## src/rtl/cpu_sequencer.sv

```systemverilog
// cpu_sequencer: fetch/decode/dispatch control unit between PC/ROM and ALU.
// Owns the PC advance, the ALU start/done handshake and the accumulator.
module cpu_sequencer #(
   parameter int ALU_TIMEOUT       = 15,
   parameter int STEP_MODE_DEFAULT = 0
) (
   input  logic       clock,
   input  logic       reset_n,
   input  logic       ena,
   input  logic       run,
   input  logic       step,
   input  logic [7:0] instr_in,
   output logic       pc_ena,
   output logic       alu_start,
   output logic [2:0] alu_op,
   output logic [7:0] alu_a,
   output logic [7:0] alu_b,
   input  logic [7:0] alu_result,
   input  logic       alu_done,
   output logic [7:0] acc_out,
   output logic [7:0] instr_count,
   output logic [2:0] state_out,
   output logic       busy,
   output logic       halted,
   output logic       error
);

   typedef enum logic [2:0] {
      IDLE  = 3'd0,
      FETCH = 3'd1,
      EXEC  = 3'd2,
      WAIT  = 3'd3,
      WB    = 3'd4,
      HALT  = 3'd5
   } state_t;

   localparam logic [2:0] OP_LDI    = 3'b110;
   localparam logic [2:0] OP_HALT   = 3'b111;
   localparam logic [7:0] TCNT_LAST = 8'(ALU_TIMEOUT - 1);

   state_t     state;
   state_t     state_d;
   logic [7:0] ir;
   logic [7:0] acc;
   logic [7:0] res;
   logic [7:0] cnt;
   logic [7:0] tcnt;
   logic       step_mode;
   logic [2:0] fetch_op;
   logic       timeout;
   logic       in_op;

   assign fetch_op = instr_in[7:5];
   assign timeout  = (tcnt == TCNT_LAST);
   assign in_op    = (state == EXEC) || (state == WAIT) || (state == WB);

   // ALU operands are pure views of ir/acc, so they hold through WAIT
   assign alu_op      = in_op ? ir[7:5] : 3'b000;
   assign alu_a       = in_op ? acc : 8'h00;
   assign alu_b       = in_op ? {3'b000, ir[4:0]} : 8'h00;
   assign acc_out     = acc;
   assign instr_count = cnt;
   assign state_out   = state;
   assign busy        = (state != IDLE) && (state != HALT);
   assign halted      = (state == HALT);

   always_comb begin
      state_d   = state;
      pc_ena    = 1'b0;
      alu_start = 1'b0;
      if (ena) begin
         unique case (state)
            IDLE: begin
               if (run || step)
                  state_d = FETCH;
            end
            FETCH: begin
               pc_ena = 1'b1;
               unique case (1'b1)
                  fetch_op == OP_HALT: state_d = HALT;
                  fetch_op == OP_LDI:  state_d = WB;
                  default:             state_d = EXEC;
               endcase
            end
            EXEC: begin
               alu_start = 1'b1;
               state_d   = WAIT;
            end
            WAIT: begin
               if (alu_done)
                  state_d = WB;
               else if (timeout)
                  state_d = HALT;
            end
            WB: begin
               if (run && !step_mode)
                  state_d = FETCH;
               else
                  state_d = IDLE;
            end
            HALT:    state_d = HALT;
            default: state_d = IDLE;
         endcase
      end
   end

   always_ff @(posedge clock or negedge reset_n) begin
      if (!reset_n)
         state <= IDLE;
      else
         state <= state_d;
   end

   always_ff @(posedge clock or negedge reset_n) begin
      if (!reset_n) begin
         ir        <= 8'h00;
         acc       <= 8'h00;
         res       <= 8'h00;
         cnt       <= 8'h00;
         tcnt      <= 8'h00;
         step_mode <= (STEP_MODE_DEFAULT != 0);
         error     <= 1'b0;
      end else if (ena) begin
         unique case (state)
            IDLE: begin
               if (run || step)
                  step_mode <= !run;
            end
            FETCH: begin
               ir <= instr_in;
               // HALT retires on entry; it never reaches WB
               if (fetch_op == OP_HALT)
                  cnt <= cnt + 8'd1;
            end
            EXEC: tcnt <= 8'h00;
            WAIT: begin
               if (alu_done)
                  res <= alu_result;
               else if (timeout)
                  error <= 1'b1;
               else
                  tcnt <= tcnt + 8'd1;
            end
            WB: begin
               if (ir[7:5] == OP_LDI)
                  acc <= {3'b000, ir[4:0]};
               else
                  acc <= res;
               cnt <= cnt + 8'd1;
            end
            default: ;
         endcase
      end
   end

endmodule

```

## config.mk

```make
export PLATFORM = sky130hd
export DESIGN_NAME = cpu_sequencer
export DESIGN_NICKNAME = d
export VERILOG_FILES = /design/src/rtl/cpu_sequencer.sv
export SDC_FILE = /design/constraint.sdc
export NUM_CORES = 1
export LEC_CHECK = 0
export ABC_AREA = 1
export BUFFER_PORTS_ARGS = -buffer_cell sky130_fd_sc_hd__buf_2
export CAP_MARGIN = 5
export CORE_UTILIZATION = 47
export CTS_CLUSTER_SIZE = 40
export DETAILED_ROUTE_END_ITERATION = 7
export GPL_ROUTABILITY_DRIVEN = 0
export PLACE_DENSITY = 0.75
export SYNTH_ARGS = -nofsm -noshare
export SYNTH_HDL_FRONTEND = slang
export SYNTH_SLANG_ARGS = --single-unit
```

## constraint.sdc

```tcl
create_clock -name clock -period 1.4 [get_ports clock]
set_clock_uncertainty 0.05 [all_clocks]
set_input_delay 0.14 -clock clock [delete_from_list [all_inputs] [get_ports clock]]
set_output_delay 0.14 -clock clock [all_outputs]
set_load 0.005 [all_outputs]
```

==> Yosys cells after proc, flatten, opt, wreduce, memory -nomap -nowiden <==
Index checks and enable logic that the tools add are counted.
{ "word_totals": {"reg_bits": 45, "output_inout_bits": 43, "mem_bits_rw": 0, "latchBits": 0, "mem_count": 0, "rom_bits": 0} }
{ "op_classes": {"n_shift": 0, "eq_ne": 15, "n_mux": 19, "n_mul": 0, "order_cmp": 0, "n_div": 0, "add_sub_neg": 2, "n_bitwise": 1, "reduce_logical": 19} }
{ "op_table": {"columns": ["cell", "n"], "rows": [
  ["$mux 8", 5],
  ["$pmux 8 s2", 2],
  ["$pmux 3 s6", 1],
  ["$add 8x1->8 const B", 2],
  ["$eq 3x3->1 const B", 5],
  ["$mux 3", 4],
  ["$reduce_and 3->1", 4],
  ["$eq 8x4->1 const B", 1],
  ["$ne 2x2->1 const B", 4],
  ["$reduce_and 4->1", 2],
  ["$eq 3x2->1 const B", 2],
  ["$ne 3x3->1 const B", 2],
  ["$pmux 3 s2", 1],
  ["$mux 1", 5],
  ["$mux 5", 1],
  ["$reduce_and 2->1", 2],
  ["$reduce_bool 2->1", 2],
  ["$eq 3x1->1 const B", 1],
  ["$logic_not 3->1", 1],
  ["$logic_or 1x1->1", 3],
  ["$reduce_bool 3->1", 1],
  ["$logic_and 1x1->1", 2],
  ["$logic_not 1->1", 2],
  ["$not 1->1", 1]
]} }

==> Longest topological paths before layout <==
{ "logic_depth": {"word_depth": 4, "ltp_mapped": 10, "mapped_depth_nobuf": 10} }

==> Worst setup path after synthesis <==
No wires, ideal clock.
{ "synth_path": {"kind": "register -> output", "startpoint": "register state[2] (netlist: state_out[2])", "endpoint": "output alu_start", "path_slack_ns": 0.012, "t_arrival_ns": 1.198, "required_time_ns": 1.210, "stages_incl_launch_ff": 7, "n_path_buf": 1, "path_cell_list": "dfrtp_1 > inv_2 > nand2_1 > nor2_1 > nand3_4 > buf_6 > nor2_1"} }
{ "synth_via": {"elab_chain_len": 3} }
{ "synth_lines": {"columns": ["element", "line_no", "source"], "rows": [
  ["start: declaration", "41", "state_t state;"],
  ["start signal: assignment", "111", "state <= state_d;"],
  ["$eq 3x2->1", "72", "unique case (state)"],
  ["$mux 1", "72", null],
  ["$mux 1", "71", "if (ena) begin"],
  ["end: declaration", "14", "output logic alu_start,"]
]} }
No other way between the ends.

==> Final worst setup path <==
{ "layout_path": {"startpoint": "register state[1] (netlist: state_out[1])", "endpoint": "output alu_a[6]"} }
{ "layout_via": {"elab_chain_len": 4, "elab_cells_between_ends": 6, "classes_between": "3 x eq/ne; 1 x mux; 2 x reduce/logical"} }
{ "layout_lines": {"columns": ["element", "line_no", "source"], "rows": [
  ["$eq 3x2->1", "55", "assign in_op = (state == EXEC) || (state == WAIT) || (state == WB);"],
  ["$logic_or 1x1->1", "55", null],
  ["$logic_or 1x1->1 *", "55", null],
  ["$mux 8 *", "59", "assign alu_a = in_op ? acc : 8'h00;"],
  ["end: declaration", "16", "output logic [7:0] alu_a,"]
]} }
Every way passes the cells marked *; elsewhere a longest branch is shown, timed or not.

==> results.sh <==
export IMPL_power_switching_mw=2.66
export IMPL_antenna_found_initial=0
export IMPL_drt_pass1_iterations=5
export IMPL_p_comb_frac=0.512
export IMPL_first_global_vias=2303
export IMPL_postSynthCellCount=314
export IMPL_regArea_um2=1130
export IMPL_finish_net_count=450
export IMPL_final_period_utilization=1.18
export IMPL_utilization=0.748
export IMPL_power_frac_seq=0.312
export IMPL_pin_count=65
export IMPL_power_ir_vdd_worst_mv=1.40
export IMPL_crit_path_end_kind="primary output"
export IMPL_synthArstFlopShare=1.00
export IMPL_num_rows=25
export IMPL_power_density_nw_per_um2=1840
export IMPL_timing_hold_worst_path_depth=3
export IMPL_number_of_synthesized_flops_with_an_enable_pin=0
export IMPL_slew_violations=0
export IMPL_result_of_the_run="finished, violations left"
export IMPL_clock_sinks=45
export IMPL_synth_warning_count=0
export IMPL_synth_yosys_seq_area_share=0.464
export IMPL_static_leakage_power_nw=1.89
export IMPL_clockRootBuffer="clkbuf_8"
export IMPL_cts_clock_pin_slew_for_the_worst_setup_and_hold_paths_ps=90
export IMPL_drive_gt1_frac=0.434
export IMPL_drc_errors=0
export IMPL_setup_ws_ps=-258
export IMPL_required_time_of_the_critical_path_ps=1210
export IMPL_io_buffers=61
export IMPL_multi_input_comb_area_um2=1300
export IMPL_cts_inserted_buffers=5
export IMPL_fmax_ghz=0.603
export IMPL_vias_per_cell=5.23
export IMPL_finalWirelength_um=7230
export IMPL_core_area_um2=4850
export IMPL_final_fill_count=355
export IMPL_detailedPlacementHpwl_um=4090
export IMPL_clock_insertion_delay_worst_skew_ps=300
export IMPL_gr_total_overflow=0
export IMPL_grt_start_max_net_pins=46
export IMPL_finalHoldViolations=0
export IMPL_synth_top_cell_area_share=0.464
export IMPL_cts_path_max_buffers=2
export IMPL_die_height_um=73.9
export IMPL_internal_power_mw=4.01
export IMPL_pwr_share_clk=0.175
export IMPL_cp_data_arrival_time_ps=1470
export IMPL_switching_share=0.398
export IMPL_maxCapViolations=0
export IMPL_grt_first_pass_wirelength_um=10300
export IMPL_area_growth_syn_to_layout_pct=49.5
export IMPL_die_width_um=73.9
export IMPL_post_synth_top_count_cell="nand2_1"
export IMPL_synth_ff_latch_count=45
export IMPL_synth_top_cells_by_area="dfrtp_1 46%, nand2_1 12%, inv_1 7.3%, o21ai_0 7.2%, nand3_1 5.4%"
export IMPL_hold_ws_ps=1.21
export IMPL_antennaDiodeCount=0
export IMPL_min_delay_path_class="input pin to register"
export IMPL_cts_htree_levels=2
export IMPL_synthDominantAreaCellType="dfrtp_1"
export IMPL_wl_per_cell_um=14.7
export IMPL_grt_setup_unrepaired="true"
export IMPL_cts_tree="done"
export IMPL_synth_top_flop_cell="dfrtp_1"
export IMPL_drtAntennaViolNets=0
export IMPL_fin_tns_setup_ps=-8830
export IMPL_period_minus_slack_ps=1660
export IMPL_timing_critical_path_from_type="register"
export IMPL_die_area_um2=5460
export IMPL_effective_utilization_at_floorplan=0.501
export IMPL_synth_area_per_cell_um2=7.73
export IMPL_netlist_cell_type_count=30
export IMPL_setup_violations=55
export IMPL_violations="setup timing"
export IMPL_worstPathMaxFanout=16
export IMPL_post_synth_most_frequent_cells="76 x nand2_1, 47 x inv_1, 45 x dfrtp_1, 35 x o21ai_0, 33 x nor2_1"
export IMPL_timing_reg2reg_worst_path_depth=8
export IMPL_syn_cell_area_um2=2430
export IMPL_detailroute_via_count=2577
export IMPL_grt_total_usage=0.252
export IMPL_setup_worst_path_class="register to primary output"
export IMPL_initialDrtViolationCount=138
==> critical path: stages (launching register included) <==
cell	delay, ps
dfrtp_2	460
inv_2	90
nand2_2	70
nor2_4	130
a21oi_4	50
buf_12	150
nor2_1	90
buf_2	120
==> area by class of cell <==
class	instances	area share
Multi-Input combinational cell	213	0.358
Sequential cell	45	0.311
Timing Repair Buffer	110	0.216
Inverter	49	0.0534
Tap cell	67	0.0231
Clock buffer	5	0.0190
Clock inverter	3	0.0179
Timing Repair inverter	1	0.00207
==> cells in the final DEF (no fill, tap or decap), types with 2 or more instances in the layout <==
cell and n:
xor2_1 4, nor2_2 8, nand2_4 7, xnor2_1 2, dfrtp_1 44, buf_4 33, bufinv_16 2, buf_6 9
nand3_1 18, conb_1 3, nor2_1 20, inv_2 3, inv_1 44, o21ai_2 8, nand2_1 60, o22ai_1 5
buf_2 61, nor2_4 9, nand3_2 7, nand2_2 13, o21ai_0 21, nand3_4 2, buf_12 4, o21ai_1 8
nand4_1 4, clkbuf_8 5
==> kinds of logic (layout without fill, tap and decap cells) <==
kind of cell / after synthesis / count (layout) / synth area share
buf+inv: 59 / 168 / 0.111
simple gates: 153 / 154 / 0.278
flops: 45 / 45 / 0.464
other cells: 1 / 3 / 0.00154
compound gates: 47 / 47 / 0.108
xor+xnor: 6 / 6 / 0.0216
fa+ha+maj: 3 / 3 / 0.0155
==> state kept, by name, summed over array words and instances, names as in the netlist <==
name,flops
instr_count,8
res,8
acc_out,8
state_out,3
tcnt,8
error,1
ir,8
step_mode,1
==> timing repair <==
item	4_1_cts	5_1_grt
endpoints found under the setup margin	58	64
endpoints found under the hold margin	45	0
setup buffers	13	9
pin swaps	14	9
hold buffers	1	0
gates resized for setup	52	47
cloned	2	1
==> per-layer routing <==
metal / vias up / track usage / part of all wire
met5: - / 0 / 0
met4: 0 / 0.0983 / 0.036
met3: 31 / 0.0508 / 0.043
met2: 93 / 0.411 / 0.50
met1: 1242 / 0.328 / 0.42
li1: 1211 / - / -
==> power by group through the flow <==
stage	clock, mW	sequential [mW]	combinational, mW
3_3_place_gp	0	2.05	2.47
2_1_floorplan	0	2.08	1.34
4_1_cts	1.18	2.06	2.96
5_1_grt	1.22	2.13	3.72
6_report	1.17	2.08	3.42
3_5_place_dp	0	2.06	2.54
==> metrics by stage <==
step                      area, um2  setup WS (ps)  power, mW  instances
after CTS                      3390           -237       6.20        484
after detailed placement       3010           -116       4.60        463
final                          3630           -258       6.67        493
after floorplan                2430           11.6       3.43        316
after global routing           3630           -321       7.07        493
after global placement         3010          -56.3       4.52        463
==> path summary, 6_finish.rpt <==
check | from | to | slack [ps]
setup reg to reg | state_out[1]$_DFFE_PN0P_ | ir[6]$_DFFE_PN0P_ | -170
hold reg to reg | res[6]$_DFFE_PN0P_ | res[6]$_DFFE_PN0P_ | 440
setup / recovery | state_out[1]$_DFFE_PN0P_ | alu_a[6] | -260
hold / removal | instr_in[1] | ir[1]$_DFFE_PN0P_ | 1
max in group asynchronous | reset_n | state_out[1]$_DFFE_PN0P_ | 780
min in group asynchronous | reset_n | tcnt[3]$_DFFE_PN0P_ | 300
Note: power is estimated with default switching activity, not from simulation.
